File: src/rtl/riscv_ctrl_pkg.sv
// Shared definitions for the multi-cycle RV32I control unit: opcodes, ALU function
// codes, writeback/PC source selects and the sequencer state type.
package riscv_ctrl_pkg;

  localparam int unsigned ALU_OP_W = 4;

  localparam logic [6:0] OP_RTYPE  = 7'b0110011;
  localparam logic [6:0] OP_IALU   = 7'b0010011;
  localparam logic [6:0] OP_LOAD   = 7'b0000011;
  localparam logic [6:0] OP_STORE  = 7'b0100011;
  localparam logic [6:0] OP_BRANCH = 7'b1100011;
  localparam logic [6:0] OP_JAL    = 7'b1101111;
  localparam logic [6:0] OP_LUI    = 7'b0110111;

  localparam logic [ALU_OP_W-1:0] ALU_ADD   = 4'd0;
  localparam logic [ALU_OP_W-1:0] ALU_SUB   = 4'd1;
  localparam logic [ALU_OP_W-1:0] ALU_AND   = 4'd2;
  localparam logic [ALU_OP_W-1:0] ALU_OR    = 4'd3;
  localparam logic [ALU_OP_W-1:0] ALU_XOR   = 4'd4;
  localparam logic [ALU_OP_W-1:0] ALU_SLL   = 4'd5;
  localparam logic [ALU_OP_W-1:0] ALU_SRL   = 4'd6;
  localparam logic [ALU_OP_W-1:0] ALU_SRA   = 4'd7;
  localparam logic [ALU_OP_W-1:0] ALU_SLT   = 4'd8;
  localparam logic [ALU_OP_W-1:0] ALU_SLTU  = 4'd9;
  localparam logic [ALU_OP_W-1:0] ALU_PASSB = 4'd10;

  localparam logic [1:0] WB_ALU = 2'd0;
  localparam logic [1:0] WB_MEM = 2'd1;
  localparam logic [1:0] WB_PC4 = 2'd2;

  localparam logic [1:0] PC_SRC_PLUS4  = 2'd0;
  localparam logic [1:0] PC_SRC_TARGET = 2'd1;

  typedef enum logic [2:0] {
    ST_RESET,
    ST_FETCH,
    ST_DECODE,
    ST_EXECUTE,
    ST_MEM,
    ST_WRITEBACK,
    ST_TRAP
  } state_t;

endpackage

File: src/rtl/multicycle_control_if.sv
// Control-unit bundle: decoded instruction fields and status in, datapath enables and
// mux selects out.  master = control unit, slave = datapath.
interface multicycle_control_if #(
  parameter int unsigned ALU_OP_W = riscv_ctrl_pkg::ALU_OP_W
);
  logic [6:0]          opcode;
  logic [2:0]          funct3;
  logic [6:0]          funct7;
  logic                mem_ready;
  logic                branch_taken;
  logic                mem_req;
  logic                mem_we;
  logic                mem_sel_data;
  logic                ir_we;
  logic                pc_we;
  logic [1:0]          pc_src;
  logic                reg_we;
  logic [1:0]          wb_sel;
  logic                alu_src_b;
  logic [ALU_OP_W-1:0] alu_op;
  logic                illegal;

  modport master (
    input  opcode, funct3, funct7, mem_ready, branch_taken,
    output mem_req, mem_we, mem_sel_data, ir_we, pc_we, pc_src,
           reg_we, wb_sel, alu_src_b, alu_op, illegal
  );

  modport slave (
    output opcode, funct3, funct7, mem_ready, branch_taken,
    input  mem_req, mem_we, mem_sel_data, ir_we, pc_we, pc_src,
           reg_we, wb_sel, alu_src_b, alu_op, illegal
  );
endinterface

File: src/rtl/alu_op_decode.sv
// Maps decoded instruction fields to an ALU function code; shared by the ALU-op and
// branch-compare paths of the control unit.
module alu_op_decode
  import riscv_ctrl_pkg::*;
(
  input  logic [6:0]          opcode,
  input  logic [2:0]          funct3,
  input  logic [6:0]          funct7,
  output logic [ALU_OP_W-1:0] alu_op
);

  logic unused_funct7;
  assign unused_funct7 = ^{funct7[6], funct7[4:0]};

  always_comb begin
    alu_op = ALU_ADD;
    case (opcode)
      OP_RTYPE, OP_IALU: begin
        case (funct3)
          // immediate forms have no SUB: funct7 there is part of the immediate
          3'b000: alu_op = (opcode == OP_RTYPE && funct7[5]) ? ALU_SUB : ALU_ADD;
          3'b001: alu_op = ALU_SLL;
          3'b010: alu_op = ALU_SLT;
          3'b011: alu_op = ALU_SLTU;
          3'b100: alu_op = ALU_XOR;
          3'b101: alu_op = funct7[5] ? ALU_SRA : ALU_SRL;
          3'b110: alu_op = ALU_OR;
          3'b111: alu_op = ALU_AND;
        endcase
      end
      OP_BRANCH: begin
        case (funct3[2:1])
          2'b10:   alu_op = ALU_SLT;
          2'b11:   alu_op = ALU_SLTU;
          default: alu_op = ALU_SUB;
        endcase
      end
      OP_LUI:  alu_op = ALU_PASSB;
      default: alu_op = ALU_ADD;
    endcase
  end

endmodule

File: src/rtl/multicycle_control.sv
// Multi-cycle RV32I sequencer: FETCH, DECODE, EXECUTE, MEM, WRITEBACK with a sticky
// TRAP for unsupported opcodes.  Outputs decode from the state register and fields.
module multicycle_control #(
  parameter int unsigned ALU_OP_W = riscv_ctrl_pkg::ALU_OP_W
) (
  input  logic                 clock,
  input  logic                 rst_n,
  multicycle_control_if.master bus
);
  import riscv_ctrl_pkg::*;

  state_t                               state;
  logic [riscv_ctrl_pkg::ALU_OP_W-1:0] dec_op;

  alu_op_decode u_alu_op_decode (
    .opcode (bus.opcode),
    .funct3 (bus.funct3),
    .funct7 (bus.funct7),
    .alu_op (dec_op)
  );

  always_ff @(posedge clock or negedge rst_n) begin
    if (!rst_n) begin
      state <= ST_RESET;
    end else begin
      case (state)
        ST_RESET:  state <= ST_FETCH;
        ST_FETCH:  if (bus.mem_ready) state <= ST_DECODE;
        ST_DECODE: state <= ST_EXECUTE;
        ST_EXECUTE: begin
          case (bus.opcode)
            OP_RTYPE, OP_IALU, OP_JAL, OP_LUI: state <= ST_WRITEBACK;
            OP_LOAD, OP_STORE:                 state <= ST_MEM;
            OP_BRANCH:                         state <= ST_FETCH;
            default:                           state <= ST_TRAP;
          endcase
        end
        ST_MEM: begin
          if (bus.mem_ready) state <= (bus.opcode == OP_LOAD) ? ST_WRITEBACK : ST_FETCH;
        end
        ST_WRITEBACK: state <= ST_FETCH;
        ST_TRAP:      state <= ST_TRAP;
        default:      state <= ST_RESET;
      endcase
    end
  end

  always_comb begin
    bus.mem_req      = 1'b0;
    bus.mem_we       = 1'b0;
    bus.mem_sel_data = 1'b0;
    bus.ir_we        = 1'b0;
    bus.pc_we        = 1'b0;
    bus.pc_src       = PC_SRC_PLUS4;
    bus.reg_we       = 1'b0;
    bus.wb_sel       = WB_ALU;
    bus.alu_src_b    = 1'b0;
    bus.alu_op       = '0;
    bus.illegal      = 1'b0;
    case (state)
      ST_FETCH: begin
        bus.mem_req = 1'b1;
        bus.ir_we   = bus.mem_ready;
        bus.pc_we   = bus.mem_ready;
      end
      ST_EXECUTE: begin
        bus.alu_op = ALU_OP_W'(dec_op);
        case (bus.opcode)
          OP_IALU, OP_LOAD, OP_STORE, OP_LUI: bus.alu_src_b = 1'b1;
          OP_BRANCH: begin
            bus.pc_we  = bus.branch_taken;
            bus.pc_src = PC_SRC_TARGET;
          end
          OP_JAL: begin
            bus.pc_we  = 1'b1;
            bus.pc_src = PC_SRC_TARGET;
          end
          default: ;
        endcase
      end
      ST_MEM: begin
        bus.mem_req      = 1'b1;
        bus.mem_sel_data = 1'b1;
        bus.mem_we       = (bus.opcode == OP_STORE);
      end
      ST_WRITEBACK: begin
        bus.reg_we = 1'b1;
        if (bus.opcode == OP_LOAD)     bus.wb_sel = WB_MEM;
        else if (bus.opcode == OP_JAL) bus.wb_sel = WB_PC4;
      end
      ST_TRAP: bus.illegal = 1'b1;
      default: ;
    endcase
  end

endmodule

File: src/flat_wrapper.sv
// flat-port wrapper written by rule: the top's interface ports become plain ports
module multicycle_control_flat import riscv_ctrl_pkg::*;
#(
  parameter int unsigned ALU_OP_W = riscv_ctrl_pkg::ALU_OP_W
)
  (clock, rst_n, bus_opcode, bus_funct3, bus_funct7, bus_mem_ready, bus_branch_taken, bus_mem_req, bus_mem_we, bus_mem_sel_data, bus_ir_we, bus_pc_we, bus_pc_src, bus_reg_we, bus_wb_sel, bus_alu_src_b, bus_alu_op, bus_illegal);
  multicycle_control_if #(.ALU_OP_W(ALU_OP_W)) bus_i ();
  input  logic clock;
  input  logic rst_n;
  input wire logic [$bits(bus_i.opcode)-1:0] bus_opcode;
  input wire logic [$bits(bus_i.funct3)-1:0] bus_funct3;
  input wire logic [$bits(bus_i.funct7)-1:0] bus_funct7;
  input wire logic [$bits(bus_i.mem_ready)-1:0] bus_mem_ready;
  input wire logic [$bits(bus_i.branch_taken)-1:0] bus_branch_taken;
  output wire logic [$bits(bus_i.mem_req)-1:0] bus_mem_req;
  output wire logic [$bits(bus_i.mem_we)-1:0] bus_mem_we;
  output wire logic [$bits(bus_i.mem_sel_data)-1:0] bus_mem_sel_data;
  output wire logic [$bits(bus_i.ir_we)-1:0] bus_ir_we;
  output wire logic [$bits(bus_i.pc_we)-1:0] bus_pc_we;
  output wire logic [$bits(bus_i.pc_src)-1:0] bus_pc_src;
  output wire logic [$bits(bus_i.reg_we)-1:0] bus_reg_we;
  output wire logic [$bits(bus_i.wb_sel)-1:0] bus_wb_sel;
  output wire logic [$bits(bus_i.alu_src_b)-1:0] bus_alu_src_b;
  output wire logic [$bits(bus_i.alu_op)-1:0] bus_alu_op;
  output wire logic [$bits(bus_i.illegal)-1:0] bus_illegal;
  assign bus_i.opcode = bus_opcode;
  assign bus_i.funct3 = bus_funct3;
  assign bus_i.funct7 = bus_funct7;
  assign bus_i.mem_ready = bus_mem_ready;
  assign bus_i.branch_taken = bus_branch_taken;
  assign bus_mem_req = bus_i.mem_req;
  assign bus_mem_we = bus_i.mem_we;
  assign bus_mem_sel_data = bus_i.mem_sel_data;
  assign bus_ir_we = bus_i.ir_we;
  assign bus_pc_we = bus_i.pc_we;
  assign bus_pc_src = bus_i.pc_src;
  assign bus_reg_we = bus_i.reg_we;
  assign bus_wb_sel = bus_i.wb_sel;
  assign bus_alu_src_b = bus_i.alu_src_b;
  assign bus_alu_op = bus_i.alu_op;
  assign bus_illegal = bus_i.illegal;
  multicycle_control #(.ALU_OP_W(ALU_OP_W)) u_core (.clock(clock), .rst_n(rst_n), .bus(bus_i));
endmodule
File: config.mk
export PLATFORM = sky130hd
export DESIGN_NAME = multicycle_control_flat
export DESIGN_NICKNAME = d
export VERILOG_FILES = /design/src/rtl/riscv_ctrl_pkg.sv /design/src/rtl/multicycle_control_if.sv /design/src/rtl/alu_op_decode.sv /design/src/rtl/multicycle_control.sv /design/src/flat_wrapper.sv
export SDC_FILE = /design/constraint.sdc
export NUM_CORES = 1
export LEC_CHECK = 0
export BUFFER_PORTS_ARGS = -buffer_cell sky130_fd_sc_hd__buf_2
export CORE_MARGIN = 8
export CORE_UTILIZATION = 34
export CTS_BUF_LIST = sky130_fd_sc_hd__clkbuf_8
export DETAILED_ROUTE_END_ITERATION = 16
export GPL_TIMING_DRIVEN = 1
export PLACE_DENSITY = 0.69
export REMOVE_ABC_BUFFERS = 1
export SYNTH_ARGS = -nofsm -noshare
export SYNTH_HDL_FRONTEND = slang
export SYNTH_SLANG_ARGS = --single-unit
File: constraint.sdc
create_clock -name clock -period 1.9 [get_ports clock]
set_clock_uncertainty 0.05 [all_clocks]
set_input_delay 0.095 -clock clock [delete_from_list [all_inputs] [get_ports clock]]
set_output_delay 0.095 -clock clock [all_outputs]
set_load 0.01 [all_outputs]
==> summary.md <==
| Metric | Value |
|---|---|
| Worst Path Class, Setup | `flop to primary output` |
| Number of clock buffers inserted by TritonCTS | `3` |
| Global-route wire length before repair | `between 2000 and 2500 um` |
| GR Overflow Total | `0` |
| Signed area change from the synthesized netlist to the final layout | `47.2%` |
| Worst-path clk slew | `0.03 ns` |
| Number of antenna violations at the first check in global routing | `0` |
| Post-synth top area cell | `sky130_fd_sc_hd__dfrtp_1` |
| CTS root buffer | `sky130_fd_sc_hd__clkbuf_8` |
| Run status | `finished, final reports clean` |
| Crit path max-delay family | `simple AND/OR/NAND/NOR gates` |
| Dpl ws | `0.440 ns` |
| Avg Cell Area, Syn | `a little under 7 sq um` |
| Part of the Yosys area used for sequential elements | `around 16%` |
| Worst vdd ir | `approximately 0.35 mV` |
| Final design area excluding fillers | `683 sq um` |
| Number of antenna repair diodes | `0` |
| Async S/R FF share, synth | `100%` |
| Smallest setup slack after layout | `between 0.15 and 0.2 ns` |
| Clock network latency to the later pin of the worst-skew pair | `between 0.2 and 0.25 ns` |
| Shortest clock period the worst path allows after layout | `approximately 1.7 ns` |
| Most common cell after layout, fill and taps aside | `sky130_fd_sc_hd__buf_2` |
| Routed wire length | `around 1500 um` |
| Critical Path End Type | `primary output` |
| Count of H-tree levels built during CTS | `1` |
| Post-detailed-route count of antenna-violating nets | `0` |
| Number of enable flip-flop cells after synthesis | `0` |
| Pin count of the biggest net entering global routing | `8` |
| CTS sink cnt | `3` |
| Cell area after synthesis | `approximately 460 sq um` |
| Post-synth cell types | `33` |
| Final sum of negative setup slack | `0 ns` |
| Via count of the first global-routing pass | `between 500 and 600` |
| Global Route Usage Sum | `a little over a tenth` |
| Final hold violation count | `0` |
| Pins over their slew limit | `0` |
| Initial DRC Count | `14` |
| Final Setup Violations | `0` |
| Via count | `about 620` |
| Resize count post-CTS | `0` |
| Worst Path Max Fanout | `6` |
| CP startpoint kind | `flop` |
| Slowest stage cell, crit path | `sky130_fd_sc_hd__dfrtp_1` |
| Setup slack of the most critical reg-to-reg path | `around 0.58 ns` |
| Max FFs per register | `3` |
| Critical register-to-register path startpoint | `u_core.state[2]` |
| R2r endpoint | `u_core.state[0]` |
| Final Util | `a little over half` |
| Total power divided by cell area | `approximately 930 nW/um^2` |
| Max incr delay on CP | `0.41 ns` |
| Count of pins on the block boundary | `37` |
| Register bit count reported by yosys | `3` |
| Critical path buffers and inverters | `1` |
| Yosys warns | `0` |
| Fill count | `129` |
| IO Port Bufs | `29` |
| DRC Markers | `0` |
| Final HPWL from detailed placement | `~1200 um` |
| Area of the core region | `1280 sq um` |
| Worst hold path type | `primary input to asynchronous set/reset pin` |
| RePlAce Congestion | `roughly 0.8` |
| Register name with the most flops | `u_core.state` |
| Count of TritonRoute iterations in the first routing pass | `4` |
| Net count, final | `approximately 130` |
| Largest registers in the final layout | `u_core.state x3` |
| TritonCTS clock tree | `done` |
| Most frequent cells in the layout | `sky130_fd_sc_hd__buf_2, sky130_fd_sc_hd__nand2_1, sky130_fd_sc_hd__nor2_1, sky130_fd_sc_hd__inv_1, sky130_fd_sc_hd__a21oi_1` |
| Number of max-cap violations | `0` |
| Max Clk Rate | `around 590 MHz` |
| Seq. cell area | `about 75 sq um` |
| Cell Area, Placed | `~630 sq um` |
| Detailed-route wire length per cell | `about 13 um` |
| Row Count | `13` |
| Worst r2r path cells | `3` |
| Area taken by multi-input logic gates | `about 360 sq um` |
| CTS Buffer Depth | `2` |
| Chain of cells forming the critical path | `nand3b_1 > or3_1 > a21oi_1 > or2_1 > buf_2` |
| Die width | `approximately 53 um` |
| Share of Yosys cell area claimed by the top area cell type | `between 10% and 20%` |
| P_leak | `roughly 0.00034 uW` |
| Vias per inst | `~5.3` |
| Crit path DAT | `~1.6 ns` |
| Synthesized instance count | `69` |
| Floorplan die area | `2800 sq um` |
| Top_reg_cell synth | `sky130_fd_sc_hd__dfrtp_1` |
| Die height | `53.0 um` |
| Portion of the clock cycle consumed by the worst path in the final layout | `about nine tenths` |
| RSZ-0062 raised after global routing | `false` |
| CP Data Required Time | `approximately 1.8 ns` |
| Top post-synthesis cells by area | `sky130_fd_sc_hd__dfrtp_1, sky130_fd_sc_hd__a21oi_1, sky130_fd_sc_hd__nand2_1` |
| Starting density of the core | `36.1%` |
| Layout cell share with drive strength beyond 1 | `a little over a third` |
[metrics by stage]
step	power (uW)	cells	hold slack (ns)
4_1_cts	638	118	0.150
3_5_place_dp	454	113	-0.159
2_1_floorplan	331	68	-0.251
3_3_place_gp	448	113	-0.160
6_report	634	118	0.154
5_1_grt	677	118	0.195
[per-layer routing]
| metal | vias to the layer above | wire length, um | track usage, % |
|---|---|---|---|
| met4 | 0 | 26 | 6.47 |
| met1 | 272 | 637 | 13.0 |
| met2 | 26 | 687 | 17.0 |
| met5 | - | 0 | 0 |
| met3 | 2 | 153 | 3.08 |
| li1 | 323 | - | - |
[report_power, final]
part / switching [uW] / leakage [uW] / internal, uW
logic: 166 / 0.000281 / 144
registers: 49.2 / 0.0000353 / 97.2
clock network: 40.2 / 0.0000269 / 137
[cells by family (layout without fill, tap and decap cells)]
family          after synthesis  count (layout)  share of synthesized area [%]
flops                         3               3                           16.2
other cells                   1               1                          0.808
compound gates               18              18                           25.9
xor+xnor                      1               1                           1.89
buf+inv                       6              40                           5.66
simple gates                 40              40                           49.6
[timing repair]
action / CTS / global route
setup buffers: 0 / 0
hold buffers: 1 / 0
hold endpoints to repair: 3 / 0
[worst reg2reg max path: stages (launching register included)]
cell and delay (ns):
sky130_fd_sc_hd__dfrtp_1 0.41, sky130_fd_sc_hd__nand2b_1 0.18, sky130_fd_sc_hd__nor3b_1 0.43, sky130_fd_sc_hd__a311oi_1 0.10
[area by class of cell]
| cell class | count | area share (%) |
|---|---|---|
| Sequential cell | 3 | 11.0 |
| Clock inverter | 1 | 0.549 |
| Inverter | 5 | 2.75 |
| Tap cell | 15 | 2.75 |
| Clock buffer | 3 | 6.04 |
| Multi-Input combinational cell | 60 | 53.1 |
| Timing Repair Buffer | 31 | 23.8 |
[synthesized netlist by cell type, types with 2 or more instances]
master / number
sky130_fd_sc_hd__a21oi_1: 6
sky130_fd_sc_hd__a311oi_1: 2
sky130_fd_sc_hd__dfrtp_1: 3
sky130_fd_sc_hd__inv_1: 5
sky130_fd_sc_hd__nand2_1: 8
sky130_fd_sc_hd__nand2b_1: 2
sky130_fd_sc_hd__nand3_1: 2
sky130_fd_sc_hd__nand3b_1: 3
sky130_fd_sc_hd__nor2_1: 7
sky130_fd_sc_hd__nor3_1: 5
sky130_fd_sc_hd__nor4_1: 2
sky130_fd_sc_hd__o21ai_0: 2
sky130_fd_sc_hd__o21ai_1: 2
[how the worst max path moves through the flow]
stage | start | to | slack (ns) | depth (start not counted)
after detailed placement | u_core.state[2] | bus_pc_we | 0.44 | 4
after global placement | u_core.state[2] | bus_pc_we | 0.45 | 5
after floorplan | u_core.state[2] | bus_pc_we | 0.46 | 4
final | u_core.state[2] | bus_pc_we | 0.20 | 5
after global routing | u_core.state[2] | bus_pc_we | 0.09 | 5
after CTS | u_core.state[2] | bus_pc_we | 0.20 | 5
Power figures use the tool's default switching activity.
